==> config.mk <==
export PLATFORM = sky130hd
export DESIGN_NAME = fib_request_controller
export DESIGN_NICKNAME = d
export VERILOG_FILES = /design/src/rtl/fib_pkg.sv /design/src/rtl/fib_step_engine.sv /design/src/rtl/fib_request_controller.sv
export SDC_FILE = /design/constraint.sdc
export NUM_CORES = 1
export LEC_CHECK = 0
export CAP_MARGIN = 20
export CORE_MARGIN = 1.5
export CORE_UTILIZATION = 36
export DETAILED_ROUTE_END_ITERATION = 7
export SYNTH_ARGS = -nofsm -noshare
export SYNTH_HDL_FRONTEND = slang
export SYNTH_SLANG_ARGS = --single-unit
==> constraint.sdc <==
create_clock -name clk -period 11.67 [get_ports clk]
set_input_delay 2.334 -clock clk [delete_from_list [all_inputs] [get_ports clk]]
set_output_delay 2.334 -clock clk [all_outputs]
set_load 0.01 [all_outputs]
==> src/rtl/fib_pkg.sv <==
// Shared types and default widths for the Fibonacci request controller.
package fib_pkg;

    typedef enum logic [1:0] {
        IDLE = 2'd0,
        RUN  = 2'd1,
        DONE = 2'd2
    } fib_state_e;

    localparam int FIB_DATA_WIDTH  = 32;
    localparam int FIB_INDEX_WIDTH = 8;
    localparam int FIB_COUNT_WIDTH = 16;

endpackage

==> src/rtl/fib_step_engine.sv <==
// Two-register Fibonacci engine: a holds F(k), b holds F(k+1).
// Each register carries a sticky flag that is set once its true value
// has exceeded DATA_WIDTH bits, so a's flag describes exactly the value
// in a and is never polluted by an overflow of the look-ahead term b.
module fib_step_engine
    import fib_pkg::*;
#(
    parameter int DATA_WIDTH = FIB_DATA_WIDTH
) (
    input  logic                  clk,
    input  logic                  reset,
    input  logic                  i_load,
    input  logic                  i_step,
    output logic [DATA_WIDTH-1:0] o_a,
    output logic                  o_a_ovf
);

    logic [DATA_WIDTH-1:0] r_a;
    logic [DATA_WIDTH-1:0] r_b;
    logic                  r_a_ovf;
    logic                  r_b_ovf;
    logic [DATA_WIDTH:0]   w_sum;

    assign w_sum = {1'b0, r_a} + {1'b0, r_b};

    // Load restarts the sequence at F(0)/F(1); step advances it by one.
    always_ff @(posedge clk or posedge reset) begin
        if (reset) begin
            r_a     <= '0;
            r_b     <= DATA_WIDTH'(1);
            r_a_ovf <= 1'b0;
            r_b_ovf <= 1'b0;
        end else if (i_load) begin
            r_a     <= '0;
            r_b     <= DATA_WIDTH'(1);
            r_a_ovf <= 1'b0;
            r_b_ovf <= 1'b0;
        end else if (i_step) begin
            r_a     <= r_b;
            r_a_ovf <= r_b_ovf;
            r_b     <= w_sum[DATA_WIDTH-1:0];
            r_b_ovf <= r_b_ovf | w_sum[DATA_WIDTH];
        end
    end

    assign o_a     = r_a;
    assign o_a_ovf = r_a_ovf;

endmodule

==> src/rtl/fib_request_controller.sv <==
// Request/response sequencer around the Fibonacci step engine.
// One request in flight; the result is held until the consumer takes it.
//
//  state | meaning
//  IDLE  | ready for a request, engine idle
//  RUN   | stepping the engine, cnt steps remaining
//  DONE  | result presented on rsp_*, waiting for rsp_ready
module fib_request_controller
    import fib_pkg::*;
#(
    parameter int DATA_WIDTH  = FIB_DATA_WIDTH,
    parameter int INDEX_WIDTH = FIB_INDEX_WIDTH,
    parameter int COUNT_WIDTH = FIB_COUNT_WIDTH
) (
    input  logic                   clk,
    input  logic                   reset,
    input  logic                   req_valid,
    output logic                   req_ready,
    input  logic [INDEX_WIDTH-1:0] req_index,
    output logic                   rsp_valid,
    input  logic                   rsp_ready,
    output logic [DATA_WIDTH-1:0]  rsp_data,
    output logic                   rsp_overflow,
    input  logic                   abort,
    output logic                   busy,
    output logic [COUNT_WIDTH-1:0] done_count
);

    fib_state_e             r_state;
    fib_state_e             w_next;
    logic [INDEX_WIDTH-1:0] r_cnt;
    logic [DATA_WIDTH-1:0]  r_rsp_data;
    logic                   r_rsp_ovf;
    logic [COUNT_WIDTH-1:0] r_done_count;
    logic                   w_load;
    logic                   w_step;
    logic                   w_capture;
    logic                   w_rsp_fire;
    logic [DATA_WIDTH-1:0]  w_a;
    logic                   w_a_ovf;

    fib_step_engine #(
        .DATA_WIDTH (DATA_WIDTH)
    ) u_engine (
        .clk     (clk),
        .reset   (reset),
        .i_load  (w_load),
        .i_step  (w_step),
        .o_a     (w_a),
        .o_a_ovf (w_a_ovf)
    );

    // Next-state and engine control; abort wins over any other RUN/DONE action.
    always_comb begin
        w_next     = r_state;
        w_load     = 1'b0;
        w_step     = 1'b0;
        w_capture  = 1'b0;
        w_rsp_fire = 1'b0;
        case (r_state)
            IDLE: begin
                if (req_valid) begin
                    w_load = 1'b1;
                    w_next = RUN;
                end
            end
            RUN: begin
                if (abort) begin
                    w_next = IDLE;
                end else if (r_cnt == '0) begin
                    w_capture = 1'b1;
                    w_next    = DONE;
                end else begin
                    w_step = 1'b1;
                end
            end
            DONE: begin
                if (abort) begin
                    w_next = IDLE;
                end else if (rsp_ready) begin
                    w_rsp_fire = 1'b1;
                    w_next     = IDLE;
                end
            end
            default: w_next = IDLE;
        endcase
    end

    // State, step counter, held response and completed-handshake counter.
    always_ff @(posedge clk or posedge reset) begin
        if (reset) begin
            r_state      <= IDLE;
            r_cnt        <= '0;
            r_rsp_data   <= '0;
            r_rsp_ovf    <= 1'b0;
            r_done_count <= '0;
        end else begin
            r_state <= w_next;
            if (w_load) begin
                r_cnt <= req_index;
            end else if (w_step) begin
                r_cnt <= r_cnt - 1'b1;
            end
            if (w_capture) begin
                r_rsp_data <= w_a;
                r_rsp_ovf  <= w_a_ovf;
            end
            if (w_rsp_fire) begin
                r_done_count <= r_done_count + 1'b1;
            end
        end
    end

    assign req_ready    = (r_state == IDLE);
    assign rsp_valid    = (r_state == DONE);
    assign busy         = (r_state != IDLE);
    assign rsp_data     = r_rsp_data;
    assign rsp_overflow = r_rsp_ovf;
    assign done_count   = r_done_count;

endmodule

==> impl_summary.md, run 1 <==
Critical path
The critical path ends at u_engine.r_b[30]. The critical path buffer and inverter count is 1. On the worst path, the slowest cell contributes a delay of 0.96 ns.

Walking the worst path, the cells encountered are clkdlybuf4s50_1, or4b_4, or3_1, o31ai_1, a31oi_1, o311ai_1. The critical path starts at abort. STA classifies the critical path startpoint as a primary input. The logic depth of the worst path, buffers included is 6. The data arrival time of the critical path is 4.68 ns. The worst flop-to-flop path endpoint is u_engine.r_b[24]. In this run the worst path has a maximum fanout of 106. The slowest stage of the critical path is the sky130_fd_sc_hd__or4b_4 cell. The depth of the most critical reg-to-reg path is 9. The source of the worst register-to-register timing path is u_engine.o_a[0].

The worst endpoint required time is 11.97 ns. The slack of the worst reg-to-reg path is 8.84 ns. The critical path class is primary input to flop.

The type of destination of the critical path is a flop. In this design, the largest share of critical-path delay is due to simple AND/OR/NAND/NOR gates.

Floorplan
The die is 140.6 um wide. The floorplan step defined a die boundary enclosing 0.01978 mm2. The starting utilization of the core area is 0.3658. The floorplan has 50 rows. The number of ports placed on the die boundary is 65. The die height is 140.6 um. The placeable core region is 0.01864 mm2.

Synthesis
The mapped netlist covers 0.006820 mm2. The number of enable-type register cells in the synthesized netlist is 0. The share of synthesized area occupied by flip-flops and latches is 0.4588. The biggest area contributor in the post-synthesis netlist is sky130_fd_sc_hd__dfrtp_1. A synthesized cell averages 9.743 um2. By area, the combinational part of the netlist is dominated by simple AND/OR/NAND/NOR gates. The count of yosys warnings during synthesis is 0. Of the total synthesized cell area, the portion taken by XOR and XNOR cells is 0.04495. Synthesis instantiated 73 different standard cells from the library. After synthesis, the share of cell area in mux cells is 0.05760. Counting flops with an async set or reset pin after synthesis yields a share of 1.000. The synthesized-area fraction occupied by ao, oa, aoi and oai cells is 0.1407. The dominant synthesized flop cell is sky130_fd_sc_hd__dfrtp_1. Of the post-synthesis cell area, the dominant cell type holds 0.4550. The number of flip-flops and latches in the synthesized netlist is 125. By count the netlist is led by sky130_fd_sc_hd__dfrtp_1, sky130_fd_sc_hd__nand2_1, sky130_fd_sc_hd__nand3_1, sky130_fd_sc_hd__o21ai_0, sky130_fd_sc_hd__a21oi_1. Yosys attributes the largest share of cell area to sky130_fd_sc_hd__dfrtp_1, sky130_fd_sc_hd__ha_1, sky130_fd_sc_hd__nand2_1. The total nets after synthesis is 749. Yosys instantiated no cell more often than sky130_fd_sc_hd__dfrtp_1. Synthesis handed over a netlist of 700 instances. The post-synthesis adder-cell area fraction is 0.06714.

Of the total synthesized cell area, the portion taken by AND, OR, NAND and NOR gates is 0.1956.

CTS
The number of levels in the clock H-tree is 4. The later pin in the worst-skew pair is clocked with a latency of 0.42 ns. The tree built by TritonCTS fans out to 125 sinks. The maximum clock insertion buffer count is 2. In this run, post-CTS repair resized a total of 0 instances.

In this run, CTS created clock tree buffers numbering 17. The total of hold buffers inserted after clock tree synthesis is 0. In this run the clock root is driven by a sky130_fd_sc_hd__clkbuf_16. The count of buffers added by post-CTS timing repair for setup is 0. The CTS tree is done.

Clock-pin slew was measured on the worst setup and hold paths at 0.06 ns.

Routing
After detailed routing, the total wire length is 14.98 mm. The via count is 5226. After detailed routing, the average wire length per cell comes to 14.97 um. The final routed DRC violation total is 0. The number of nets with antenna violations after routing is 0. The pre-antenna-repair detailed-routing pass consisted of 4 iterations. After the first detailed-routing iteration, the DRC count stood at 264. The ratio of routed vias to standard cells is 5.221.

Job
Max-cap violations in this run came to 0.

Cells and area
The fraction of layout cells with a size suffix above 1 is 0.1239. For this run, the post-layout net count is 803. The area growth from synthesis to layout is 19.94%. 0 antenna diodes ended up in the layout.

Power and ir drop
The overall power is 1136 uW. The static leakage power is 0.003852 uW. The total power density per cell area is 138.8 mW/mm2. The maximum resistive drop on vdd is 115.6 uV.

STA
The final worst setup slack is 7.298 ns. The period utilization is 0.3746. In the final timing run, aggregate negative setup slack is 0 ns.

The headroom to the max-slew limit is 0.2834. Timing would allow up to 0.2287 GHz. Setup repair after global routing left no endpoint under its margin.

The slew at the pin closest to its max-slew limit is 1.075 ns. Setup violations remaining at the end of the flow were counted as 0. The final period demand of the worst path is 4.372 ns. The count of final max-slew check failures is 0. The final hold violation count is 0. The final worst clock skew is 0.007041 ns.

Placed design
The setup slack at placement is 6.949 ns. At the end of routability-driven placement, the weighted congestion stood at 0.8460. Port buffering added 64 buffers.

Detailed placement finished with a half-perimeter wire length of 9.964 mm.

Run status
The run finished with clean final reports.

Hold path
The type of the worst min-delay path is flop to flop.

Global route
Entering global routing, the biggest net connects 107 pins. The number of antenna violations at the first check in global routing is 0. The total overflow left after global routing is 0. The first global-routing pass estimated 25.45 mm of wire. In the global route stage, overall resource usage came out at 0.1583. The via count of the first global-routing pass came to 5188.
[power breakdown]
group | total, uW | switching, uW | internal (uW)
Combinational | 151 | 96.9 | 54.5
Sequential | 484 | 24.5 | 460
Clock | 500 | 201 | 299
[state kept, by name, indices dropped and copies added, names as in the netlist]
name / cells
u_engine.o_a_ovf: 1
r_state: 2
rsp_data: 32
rsp_overflow: 1
u_engine.r_b: 32
done_count: 16
u_engine.o_a: 32
r_cnt: 8
u_engine.r_b_ovf: 1
[per-stage QoR]
step | utilization | area (um2) | hold slack [ns] | std cells
global placement | 0.4073 | 7594 | 0.4597 | 968
finish | 0.4388 | 8180 | 0.4710 | 1001
floorplan | - | 6820 | 0.4626 | 700
CTS | 0.4373 | 8153 | 0.4820 | 1000
detailed placement | 0.4073 | 7594 | 0.4740 | 968
global route | 0.4388 | 8180 | 0.4931 | 1001
[area by class of cell]
cell class,count,area [um2]
clock buffers,19,442.9
inverters,11,43.79
flip-flops and latches,125,3129
fillers,1782,10460
multi-input cells,530,3457
repair buffers,69,698.2
clock inverters,13,116.4
well taps,234,292.8
[layer usage]
metal / part of all wire / track usage / vias to the layer above
li1: - / - / 2633
met1: 0.49 / 0.2086 / 2491
met2: 0.47 / 0.2588 / 85
met3: 0.034 / 0.04076 / 17
met4: 0.012 / 0.04386 / 0
met5: 0 / 0 / -
[cell families (layout without fill, tap and decap cells)]
| group | Yosys count | in the layout |
|---|---|---|
| simple gates | 277 | 277 |
| xor+xnor | 35 | 35 |
| mux | 35 | 35 |
| buf+inv | 45 | 112 |
| flops | 125 | 125 |
| fa+ha+maj | 36 | 36 |
| compound gates | 147 | 147 |
[how the worst min path moves through the flow]
stage,depth (start not counted),endpoint,from,slack [ns]
3_3_place_gp,1,done_count[15],done_count[15],0.46
4_1_cts,1,done_count[15],done_count[15],0.48
3_5_place_dp,1,done_count[15],done_count[15],0.47
2_1_floorplan,2,u_engine.o_a_ovf,u_engine.o_a_ovf,0.46
6_report,1,done_count[15],done_count[15],0.47
5_1_grt,1,done_count[15],done_count[15],0.49
[cells in the final DEF (no fill, tap or decap), types with 11 or more instances in the layout]
cell type / count
sky130_fd_sc_hd__clkbuf_16: 17
sky130_fd_sc_hd__o21ai_0: 42
sky130_fd_sc_hd__xor2_1: 13
sky130_fd_sc_hd__mux2_2: 34
sky130_fd_sc_hd__nand4_1: 11
sky130_fd_sc_hd__ha_1: 35
sky130_fd_sc_hd__nor3_1: 11
sky130_fd_sc_hd__xnor2_1: 22
sky130_fd_sc_hd__dfrtp_1: 124
sky130_fd_sc_hd__a21oi_1: 36
sky130_fd_sc_hd__nand3_1: 71
sky130_fd_sc_hd__nor2_1: 30
sky130_fd_sc_hd__nand2_1: 115
sky130_fd_sc_hd__clkdlybuf4s50_1: 64
(Power assumes the default switching activity.)
==> run 2: changes to the inputs <==
==> constraint.sdc (replaced) <==
create_clock -name clk -period 4.4 [get_ports clk]
set_input_delay 0.88 -clock clk [delete_from_list [all_inputs] [get_ports clk]]
set_output_delay 0.88 -clock clk [all_outputs]
set_load 0.01 [all_outputs]
==> impl_summary.md, run 2 (synthesis results as in run 1) <==
Run status
The flow ran to the end, and the final reports show no timing, DRC or antenna violations.

STA
Setup repair after global routing left no endpoint under its margin. Adding up every negative setup slack in the final design gives 0 ns. Setup violations remaining at the end of the flow were counted as 0.

The final hold violation count is 0. The maximum frequency from static timing analysis is 0.3478 GHz. The headroom to the max-slew limit is 0.4678.

The count of final max-slew check failures is 0. The worst path needs 2.875 ns of the cycle, external delays included. At the pin with the least slew margin, the transition time is 0.7955 ns. The period utilization is 0.6535. On the final layout, the worst clock skew is 0.008010 ns. Across all hold checks on the routed design, the worst slack comes to 0.4669 ns.

Critical path
Among the stages of the critical path, the cell type that occurs most often is sky130_fd_sc_hd__o21ai_0. The worst setup path is of the flop to flop kind. In this design, the stage delay of the slowest critical-path cell is 0.47 ns.

The slowest stage of the critical path is the sky130_fd_sc_hd__nor3_1 cell. Of all nets on the critical path, the largest fanout is 4. Among cell families on the critical path, the largest total delay comes from compound AO/OA/AOI/OAI gates. The source of the worst register-to-register timing path is u_engine.o_a[0]. The critical path buffer and inverter count is 0.

The origin of the worst setup path is u_engine.o_a[0]. Data arrives at the worst endpoint at 3.15 ns. Data on the critical path is required at its endpoint by 4.67 ns.

The kind of start point of the critical path is a flop. The critical path goes through ha_1, fa_1, a21oi_1, o211ai_1, and3_1, nor3_1, o21ai_0, xnor2_1, o21ai_0. STA classifies the critical path endpoint as a flop.

Hold path
The worst hold path startpoint is done_count[15]. The type of the worst min-delay path is flop to flop.

Routing
The detailed router placed 5305 vias in this run. The count of nets left with antenna violations once routing finished came out at 0. Summed over all layers, the routed wires come to 15.05 mm. For this block, the initial DRC count from the detailed router was 338. The final routed wire length divided by cell count is 15.04 um. After detailed routing, the number of vias per cell comes to 5.300. In the routed design, unresolved DRC markers number 0. The number of search-and-repair iterations in the first detailed-routing pass is 5.

Global route
The overall routing resource usage is 0.1632. Summed over all layers, the global routing overflow is 0. The first global-routing pass estimated 26.08 mm of wire. The number of antenna violations at the first check in global routing is 0.

The via count of the first global-routing pass is 5284. Entering global routing, the biggest net connects 74 pins.

Placed design
The count of input and output buffers is 64. The instance area after placement is 0.007614 mm2. The wire-length estimate of the detail-placed layout is 10.10 mm.

The final weighted congestion in routability-driven placement is 0.8303.

CTS
The number of levels in the clock H-tree is 4. After clock tree synthesis, the clock-pin slew on the worst setup and hold paths is 0.06 ns. Clock tree synthesis inserted a total of 17 buffers. The count of buffers added by post-CTS timing repair for setup is 0. For the worst-skew pair, the clock arrives at the later sink with an insertion delay of 0.42 ns. The CTS tree is done. The post-cts gate resize count is 0. The clock sink count is 125. In this run, post-CTS hold repair placed 0 buffers. The clock root buffer master is sky130_fd_sc_hd__clkbuf_16. The maximum clock insertion buffer count is 2.

Floorplan
The die height is 140.6 um. The number of placement rows is 50. The die covers 0.01978 mm2. The floorplan step set the die width to 140.6 um. The core region is 0.01864 mm2. During I/O placement, the number of pins put on the boundary was 65. The starting utilization of the core area is 0.3658.

Power and ir drop
The static leakage power is 0.003847 uW. The maximum resistive drop on vdd is 279.5 uV. The completed layout was analyzed and its total power is 2994 uW. Dividing total power by cell area gives a power density of 366.6 mW/mm2.

Cells and area
Counting the fill cells in the layout gives 1842. The final standard cell area without fillers is 0.008165 mm2. Leaving out fill and tap cells, the most frequent cell in the layout is sky130_fd_sc_hd__dfrtp_1. The growth of design area from synthesis to finish is 19.72%. The utilization of the core after routing is 0.4380. The number of nets in the layout is 803. The fraction of layout cells with a size suffix above 1 is 0.1252. In the layout the commonest cells are sky130_fd_sc_hd__dfrtp_1, sky130_fd_sc_hd__nand2_1, sky130_fd_sc_hd__nand3_1. The repair_antennas step left the layout with diodes totalling 0.

Job
The max-cap violation count is 0.
run 2: cell types whose count changed in the layout (fill, tap and decap cells not counted):
cell / delta
sky130_fd_sc_hd__clkinv_4: +3
sky130_fd_sc_hd__buf_12: +1
sky130_fd_sc_hd__buf_16: -1
sky130_fd_sc_hd__clkbuf_8: -1
sky130_fd_sc_hd__clkbuf_1: -1
sky130_fd_sc_hd__inv_6: -3
sky130_fd_sc_hd__clkinv_2: +2
run 2: metrics by stage:
stage / instances / setup WS, ns
2_1_floorplan: 700 / 0.1941
3_3_place_gp: 969 / 1.268
3_5_place_dp: 969 / 1.235
4_1_cts: 1001 / 1.540
5_1_grt: 1001 / 1.349
6_report: 1001 / 1.525
run 2: cell type report:
cell class,count,area [um2],share of cell area
inverters,11,43.79,0.005363
repair buffers,69,690.7,0.08458
well taps,234,292.8,0.03586
multi-input cells,530,3457,0.4234
clock buffers,17,425.4,0.05210
flip-flops and latches,125,3129,0.3832
clock inverters,15,126.4,0.01548
run 2: final timing paths:
kind | to | slack, ns | cells after the start
setup reg to reg | u_engine.r_b[20] | 1.52 | 9
min in group asynchronous | rsp_data[18] | 0.92 | 2
max in group asynchronous | u_engine.r_b[0] | 2.63 | 3
hold / removal | done_count[15] | 0.47 | 1
setup / recovery | u_engine.r_b[20] | 1.52 | 9
hold reg to reg | done_count[15] | 0.47 | 1
run 2: power breakdown:
part           total [uW]  leakage (uW)  switching [uW]  internal [uW]
clock network        1300      0.000256             534            770
logic                 403       0.00187             259            144
registers            1290       0.00173            67.9           1220
run 2: routing by layer:
layer  vias to the layer above  global-route usage  wire (um)
met5                         -                   0          0
met4                         0             0.05482        199
met3                        17             0.04280        538
met2                        95              0.2608       7051
met1                      2555              0.2155       7262
li1                       2638                   -          -
